`src/rtl/pa_riscv.sv`:
```
// Shared fetch-path types and constants for the instruction prefetch queue.
// Types and constants only, so there is no latency and no backpressure.
package pa_riscv;

  localparam logic [31:0] RESET_PC_DEFAULT = 32'h0000_0000;
  localparam int unsigned INSTR_BYTES      = 4;

  typedef struct packed {
    logic [31:0] instr;
    logic [31:0] pc;
  } fetchEntry_t;

endpackage

```
`src/rtl/prefetchFifo.sv`:
```
// Generic synchronous FIFO with a registered storage array. Data pushed in cycle N is at the head in N+1.
// Flush empties it in one cycle. No internal backpressure: the caller must never push when full without also popping.
module prefetchFifo #(
  parameter int unsigned DEPTH   = 4,
  parameter type         entry_t = logic [63:0]
) (
  input  logic                     i_clk,
  input  logic                     i_srst,
  input  logic                     i_push,
  input  entry_t                   i_data,
  input  logic                     i_pop,
  input  logic                     i_flush,
  output entry_t                   o_data,
  output logic                     o_empty,
  output logic                     o_full,
  output logic [$clog2(DEPTH):0]   o_count
);

  localparam int unsigned AW = $clog2(DEPTH);

  entry_t        mem_q [DEPTH];
  logic [AW:0]   wr_ptr_q, wr_ptr_d;
  logic [AW:0]   rd_ptr_q, rd_ptr_d;

  // The extra pointer MSB tells full from empty when the index bits match.
  assign o_empty = (wr_ptr_q == rd_ptr_q);
  assign o_full  = (wr_ptr_q[AW] != rd_ptr_q[AW]) && (wr_ptr_q[AW-1:0] == rd_ptr_q[AW-1:0]);
  assign o_count = wr_ptr_q - rd_ptr_q;
  assign o_data  = mem_q[rd_ptr_q[AW-1:0]];

  always_comb begin
    wr_ptr_d = wr_ptr_q;
    rd_ptr_d = rd_ptr_q;
    if (i_flush) begin
      wr_ptr_d = '0;
      rd_ptr_d = '0;
    end else begin
      if (i_push) wr_ptr_d = wr_ptr_q + (AW+1)'(1);
      if (i_pop)  rd_ptr_d = rd_ptr_q + (AW+1)'(1);
    end
  end

  always_ff @(posedge i_clk) begin
    if (i_srst) begin
      wr_ptr_q <= '0;
      rd_ptr_q <= '0;
      for (int i = 0; i < int'(DEPTH); i++) mem_q[i] <= '0;
    end else begin
      wr_ptr_q <= wr_ptr_d;
      rd_ptr_q <= rd_ptr_d;
      if (i_push && !i_flush) mem_q[wr_ptr_q[AW-1:0]] <= i_data;
    end
  end

endmodule

```
`src/rtl/instruction_prefetch_queue.sv`:
```
// In-order instruction prefetcher with credit-limited memory requests, redirect flush and a DEPTH-entry queue. Response-to-valid is 1 cycle, or 0 with PREFETCH_BYPASS_EN.
// Backpressure: the core stalls via i_instrReady, and requests stop once queued + in-flight + discarded reaches DEPTH.
module instruction_prefetch_queue
  import pa_riscv::*;
#(
  parameter int unsigned DEPTH    = 4,
  parameter logic [31:0] RESET_PC = RESET_PC_DEFAULT
) (
  input  logic        i_clk,
  input  logic        i_srst,
  output logic        o_memReq,
  output logic [31:0] o_memAddr,
  input  logic        i_memGnt,
  input  logic        i_memRvalid,
  input  logic [31:0] i_memRdata,
  output logic        o_instrValid,
  output logic [31:0] o_instr,
  output logic [31:0] o_instrPc,
  input  logic        i_instrReady,
  input  logic        i_redirect,
  input  logic [31:0] i_redirectPc
);

  localparam int unsigned CW      = $clog2(DEPTH) + 1;
  localparam logic [31:0] PC_STEP = 32'(INSTR_BYTES);

  logic [31:0]   fetch_pc_q, fetch_pc_d, resp_pc_q, resp_pc_d;
  logic [CW-1:0] inflight_q, inflight_d, discard_q, discard_d, fifo_count;
  logic [CW+1:0] credit_used;
  logic          grant, resp_live, bypass, bypass_take, push, pop;
  logic          fifo_empty, fifo_full, unused_redirect_lsbs;
  fetchEntry_t   head, resp_entry;

  assign unused_redirect_lsbs = ^i_redirectPc[1:0];

  assign credit_used = (CW+2)'(fifo_count) + (CW+2)'(inflight_q) + (CW+2)'(discard_q);
  assign o_memReq    = !i_srst && (credit_used < (CW+2)'(DEPTH));
  assign o_memAddr   = fetch_pc_q;
  assign grant       = o_memReq && i_memGnt;
  assign resp_live   = i_memRvalid && (discard_q == '0);
  assign resp_entry  = '{instr: i_memRdata, pc: resp_pc_q};

`ifdef PREFETCH_BYPASS_EN
  assign bypass = fifo_empty && resp_live && !i_redirect;
`else
  assign bypass = 1'b0;
`endif

  // A bypassed word that the core takes immediately never enters the queue.
  assign bypass_take  = bypass && i_instrReady;
  assign o_instrValid = !i_redirect && (!fifo_empty || bypass);
  assign o_instr      = bypass ? i_memRdata : head.instr;
  assign o_instrPc    = bypass ? resp_pc_q  : head.pc;
  assign push         = resp_live && !i_redirect && !bypass_take;
  assign pop          = !fifo_empty && !i_redirect && i_instrReady;

  always_comb begin
    fetch_pc_d = fetch_pc_q;
    resp_pc_d  = resp_pc_q;
    inflight_d = inflight_q;
    discard_d  = discard_q;
    if (i_redirect) begin
      fetch_pc_d = {i_redirectPc[31:2], 2'b00};
      resp_pc_d  = {i_redirectPc[31:2], 2'b00};
      inflight_d = '0;
      discard_d  = discard_q + inflight_q + CW'(grant) - CW'(i_memRvalid);
    end else begin
      if (grant)     fetch_pc_d = fetch_pc_q + PC_STEP;
      if (resp_live) resp_pc_d  = resp_pc_q + PC_STEP;
      inflight_d = inflight_q + CW'(grant) - CW'(resp_live);
      if (i_memRvalid && !resp_live) discard_d = discard_q - CW'(1);
    end
  end

  always_ff @(posedge i_clk) begin
    if (i_srst) begin
      fetch_pc_q <= RESET_PC;
      resp_pc_q  <= RESET_PC;
      inflight_q <= '0;
      discard_q  <= '0;
    end else begin
      fetch_pc_q <= fetch_pc_d;
      resp_pc_q  <= resp_pc_d;
      inflight_q <= inflight_d;
      discard_q  <= discard_d;
    end
  end

  prefetchFifo #(
    .DEPTH   (DEPTH),
    .entry_t (fetchEntry_t)
  ) u_fifo (
    .i_clk   (i_clk),
    .i_srst  (i_srst),
    .i_push  (push),
    .i_data  (resp_entry),
    .i_pop   (pop),
    .i_flush (i_redirect),
    .o_data  (head),
    .o_empty (fifo_empty),
    .o_full  (fifo_full),
    .o_count (fifo_count)
  );

  a_resp_has_owner: assert property (@(posedge i_clk) disable iff (i_srst)
    i_memRvalid |-> (inflight_q != '0 || discard_q != '0));
  a_no_overflow: assert property (@(posedge i_clk) disable iff (i_srst)
    !(fifo_full && push && !pop));

endmodule

```
`config.mk`:
```
export PLATFORM = sky130hd
export DESIGN_NAME = instruction_prefetch_queue
export DESIGN_NICKNAME = d
export VERILOG_FILES = /design/src/rtl/pa_riscv.sv /design/src/rtl/prefetchFifo.sv /design/src/rtl/instruction_prefetch_queue.sv
export SDC_FILE = /design/constraint.sdc
export NUM_CORES = 1
export LEC_CHECK = 0
export ABC_AREA = 0
export ABC_CLOCK_PERIOD_IN_PS = 5000
export CORE_MARGIN = 2
export CORE_UTILIZATION = 57
export DETAILED_ROUTE_END_ITERATION = 10
export PLACE_DENSITY = 0.82
export SLEW_MARGIN = 10
export SYNTH_ARGS = -nofsm -noshare
export SYNTH_HDL_FRONTEND = slang
export SYNTH_SLANG_ARGS = --single-unit
```
`constraint.sdc`:
```
create_clock -name i_clk -period 5 [get_ports i_clk]
set_input_delay 1.5 -clock i_clk [delete_from_list [all_inputs] [get_ports i_clk]]
set_output_delay 1.5 -clock i_clk [all_outputs]
set_load 0.02 [all_outputs]
```
### Word level (Yosys, flattened, before mapping)

Memory sizes are Yosys's and may differ from the RTL's. A register that Yosys moved wholly into a read port is not among the register bits.
Cells that the tools add are included.

* flip-flop bits (word level): 76
* bits in writable memories: 256
* input port bits: 70
* output and inout port bits: 98
* logic and storage cells: 58
* memories kept: 1

Memory list
* u_fifo.mem_q: words 4, bits a word 64, rd ports 1, clocked after memory_dff 1, write ports 4, RTL line prefetchFifo.sv:21 `entry_t mem_q [DEPTH];`

* $add $sub $neg: 13
* $lt $le $gt $ge: 1
* equal/unequal tests: 1
* multiplexer cells: 16
* reduce and logical (&&, ||, !) cells: 18

Operator list (count)
* two-way mux 32 bit: 4
* adder 32 x 3 -> 32 bit (second input constant): 2
* two-way mux 64 bit: 1
* OR reduction 64 bit: 1
* logical AND 1 bit: 8
* adder 3 x 1 -> 3 bit: 2
* adder 3 x 1 -> 3 bit (second input constant): 2
* two-way mux 1 bit: 6
* two-way mux 2 bit: 3
* two-way mux 3 bit: 2
* nonzero test 2 bit: 3
* subtractor 3 x 1 -> 3 bit: 2
* adder 4 x 3 -> 5 bit: 1
* less-than comparator 5 x 3 -> 1 bit (second input constant): 1
* adder 3 x 3 -> 4 bit: 1
* logical NOT 1 bit: 4
* adder 3 bit: 1
* == test 3 bit: 1
* logical NOT 3 bit: 1
* subtractor 3 x 1 -> 3 bit (second input constant): 1
* subtractor 3 bit: 1
* OR reduction 2 bit: 1

### Longest topological paths before layout

* depth in word-level cells: 9
* gate-level depth with buffers: 19
* depth with buffers taken out: 18

### Modules after synthesis

Synthesis repeated with hierarchy kept, for this count alone.

* cells, all modules: 1224
* area, all modules: 15647.5 µm²

Modules (own cells, without submodules)
* prefetchFifo: instances 1, cells each 738, area each 11593.6 µm², seq. area each 7847.5 µm²
* instruction_prefetch_queue: instances 1, cells each 486, area each 4053.9 µm², seq. area each 1321.3 µm²

### Least setup slack after synthesis

Ideal clock, no wire load.

* path type: reg2out
* from: reg u_fifo.wr_ptr_q[0]
* to: out o_memReq
* arrival time: 3.273 ns
* required time: 3.500 ns
* slack: 0.227 ns
* cell stages (with the launch flop): 12
* path buffers: 1
* path through: dfxtp_1 > inv_1 > ha_1 > fa_1 > xnor2_1 > fa_1 > inv_1 > fa_1 > or3b_2 > o21ai_0 > buf_2 > and4b_1

* word-level cells in the longest chain between the ends: 5

RTL lines
* start: declaration: RTL line prefetchFifo.sv:22 `logic [AW:0] wr_ptr_q, wr_ptr_d;`
* start signal: assignment: RTL line prefetchFifo.sv:49 `wr_ptr_q <= wr_ptr_d;`
* subtractor 3 bit: RTL line prefetchFifo.sv:28 `assign o_count = wr_ptr_q - rd_ptr_q;`
* adder 3 x 3 -> 4 bit: RTL line instruction_prefetch_queue.sv:36 `assign credit_used = (CW+2)'(fifo_count) + (CW+2)'(inflight_q) + (CW+2)'(discard_q);`
* adder 4 x 3 -> 5 bit: RTL line instruction_prefetch_queue.sv:36
* less-than comparator 5 x 3 -> 1 bit: RTL line instruction_prefetch_queue.sv:37 `assign o_memReq = !i_srst && (credit_used < (CW+2)'(DEPTH));`
* logical AND 1 bit: RTL line instruction_prefetch_queue.sv:37
* end: declaration: RTL line instruction_prefetch_queue.sv:11 `output logic o_memReq,`

No other way between the ends.

### Worst setup path after layout

Ends and elaborated chain as after synthesis.

==> results.md <==
- Status: completed
- #FFs+latches synth: 322
- HP Class: reg2reg
- Crit start category: flop
- Total chip power: about 6.4 mW
- Final Net Count: between 1000 and 1500
- Initial DRC Count: between 800 and 900
- Clk slew on worst S/H paths: around 60 ps
- Cell count after synthesis: 1122
- Floorplan Core Area: approximately 0.026 mm2
- IO Count: about 170
- Share of layout cells above drive strength 1: around 14%
- Total Routing Usage GR: about 24%
- Synthesis warning total: 0
- Clock skew: around 10 ps
- N_diodes: 0
- Row Count: 59
- Initial Util: 57.67%
- Clock period minus worst slack: between 4000 and 5000 ps
- Final Hold Viols: 0
- TritonCTS Buffers: 31
- Part of the cycle the worst path needs: between 90% and 100%
- RSZ-0062 raised after global routing: yes
- Antenna violations before repair: 0
- Slowest cell on crit path: fa_2
- Seq/Total Area, Yosys: around three fifths
- GRT Residual Overflow: 0
- Post-Route Utilization: a little over two thirds
- Clk root buf: clkbuf_16
- First-pass GRT wire length: 52710 um
- Die footprint: ~0.028 mm2
- Worst rel slew slack: ~50%
- Crit-path max FO: 2
- CTS sink count: between 300 and 400
- Leakage Power: 6.656 nW
- GP Congestion: approximately 0.81
- Number of flops mapped to enable cells by yosys: approximately 250
- Vias in the first global route: 9890
- Peak VDD IR: roughly 270 uV
- Total iterations of the first detailed-routing run: 4
- Slowest stage delay, CP: roughly 530 ps
- Die X: 165.9 um
- ANT nets after route: 0
- Worst EP required: roughly 3500 ps
- Area grow syn2layout: 20.66%
- Worst setup EP type: primary output
- DRC violations left: 0
- DR vias: a little under 10000
- Worst path top cell family by delay: adder cells
- Avg Vias per Cell: about 5.9
- H-tree levels: 1
- CP arrival: ~3500 ps
- Worst path bufs/invs: 3
- Skew-Pair Late Insertion Delay: around 550 ps
- MaxCap Viol Count: 0
- Wirelength, routed: roughly 33000 um
- CP cell instances: inv_2 -> ha_4 -> fa_2 -> inv_2 -> fa_1 -> o21ai_2 -> fa_2 -> or3b_4 -> o21ai_2 -> and4b_1 -> buf_6
- WL per Instance: 20.38 um
- Post-detail-place hpwl: approximately 20000 um
- Asr flop ratio synth: 0%
- # port buffers: between 150 and 200
- Synthesized area: ~0.015 mm2
- Ys flop type: edfxtp_1
- Post-synth cell types: 56
- CTS tree: built
- Area post-placement: between 0.015 and 0.02 mm2
- Final Max Tran Viols: 0
- Slew @ Worst Pin: between 700 and 800 ps
- Setup CP Type: reg2out
- CTS Buffer Depth: 3
- Synthesized area per cell: 13.32 um2
- Design area: around 0.018 mm2
- Die Ht: around 170 um
- Endpoints failing setup: 0
- Setup TNS: 0 ps
- Max Clk Rate: roughly 200 MHz
- Largest net degree at the start of global routing: 68
- PwrDens: between 300 and 400 mW/mm2
- CTS Hold Buffers Added: 0
worst min-delay path, delay by kind of cell (launching register included):
family	cells	cell delay, ps
simple gates	1	80
flops	1	360
compound gates	1	70
metrics by stage:
step	hold WS [ps]	instances	worst slack (ps)
final	560.9	1634	34.04
after global routing	603.3	1634	-92.56
after CTS	557.1	1633	0.9972
after detailed placement	543.4	1570	-41.44
after global placement	516.5	1570	-4.922
after floorplan	498.0	1125	227.0
synthesized netlist by cell type, types with 3 or more instances:
master      n  area (um2)
xnor2_1    15       131.4
nand4_1    24       150.1
buf_1       4       15.01
dfxtp_1    74        1481
and3_1     63       394.1
edfxtp_1  248        7447
o31a_2      5       50.05
buf_2      10       50.05
nor2_1     27       101.4
xor2_1     28       245.2
o21a_1      8       60.06
or2_2       5       31.28
clkbuf_1   59       221.5
or3_1       3       18.77
and2_1    188        1176
nor3_1     15       75.07
o31a_1     29       254.0
o21ai_0     5       25.02
nand3_1    15       75.07
and4_1      4       35.03
nand2_1    37       138.9
ha_1       15       187.7
a311oi_1    3       26.28
buf_4       4       30.03
nor4_1     20       125.1
a21boi_0   23       172.7
inv_1      50       187.7
a21oi_1    31       155.2
a211oi_1   11       82.58
mux4_2     62        1396
fa_1        7       140.1
final timing paths:
kind                            from       endpoint  slack [ps]  depth (start not counted)
setup / recovery  u_fifo.wr_ptr_q[0]       o_memReq          30                         11
hold / removal          resp_pc_q[3]   resp_pc_q[3]         560                          2
setup reg to reg  u_fifo.wr_ptr_q[0]  inflight_q[2]         220                         23
hold reg to reg         resp_pc_q[3]   resp_pc_q[3]         560                          2
logic make-up (layout without fill, tap and decap cells):
family	after synthesis	in the layout	synth area share [%]
AO/OA/AOI/OAI	124	124	6.045
XOR/XNOR	43	43	2.520
adder cells (fa/ha/maj)	22	22	2.194
buffers and inverters	128	302	3.450
flip-flops	322	322	59.75
multiplexers	63	63	9.411
other	1	4	0.02510
AND/OR/NAND/NOR	419	419	16.60
sequential cells by signal, indices dropped and copies added, names as in the netlist, named ones only:
name             cells
o_memAddr           30
inflight_q           3
discard_q            3
u_fifo.wr_ptr_q      3
u_fifo.rd_ptr_q      3
u_fifo.mem_q       248
resp_pc_q           30
cells in the final DEF, fill, tap and decap left out, types with 7 or more instances in the layout:
cell             instances
o21a_1                   8
xor2_1                  28
and3_1                  63
a21oi_1                 31
nand4_1                 24
nand2_1                 37
edfxtp_1               248
clkdlybuf4s50_1        159
xnor2_1                 14
and2_1                 188
nand3_1                 15
o31a_1                  29
a21boi_0                23
buf_4                   30
dfxtp_1                 71
inv_1                   46
clkbuf_16               31
a211oi_1                11
nor2_1                  26
nor4_1                  19
ha_1                    14
clkbuf_1                 7
mux4_2                  62
nor3_1                  12
power breakdown:
group	leakage, nW	internal (mW)	switching [mW]
registers	3.18	3.05	0.109
clock network	0.475	1.31	0.970
logic	3.00	0.428	0.522
metal layers:
metal | up-vias | part of all wire (%) | track usage [%]
met5 | - | 0 | 0
met4 | 0 | 1.7 | 5.709
met3 | 40 | 6.1 | 3.360
met2 | 337 | 51 | 42.70
met1 | 4785 | 41 | 31.57
li1 | 4459 | - | -
area by class of cell:
class | instances | area, um2
sequential | 322 | 8935
fill | 1785 | 7881
multi-input combinational | 675 | 5590
timing repair buffer | 195 | 1913
clock buffer | 39 | 815.8
tap | 335 | 419.2
inverter | 50 | 187.7
clock inverter | 18 | 168.9
what timing repair did:
item / CTS / global route
pin swaps: 5 / 8
buffers inserted: 6 / 1
gates resized for setup: 16 / 5
endpoints found under the setup margin: 1 / 3
Power figures use the tool's default switching activity.
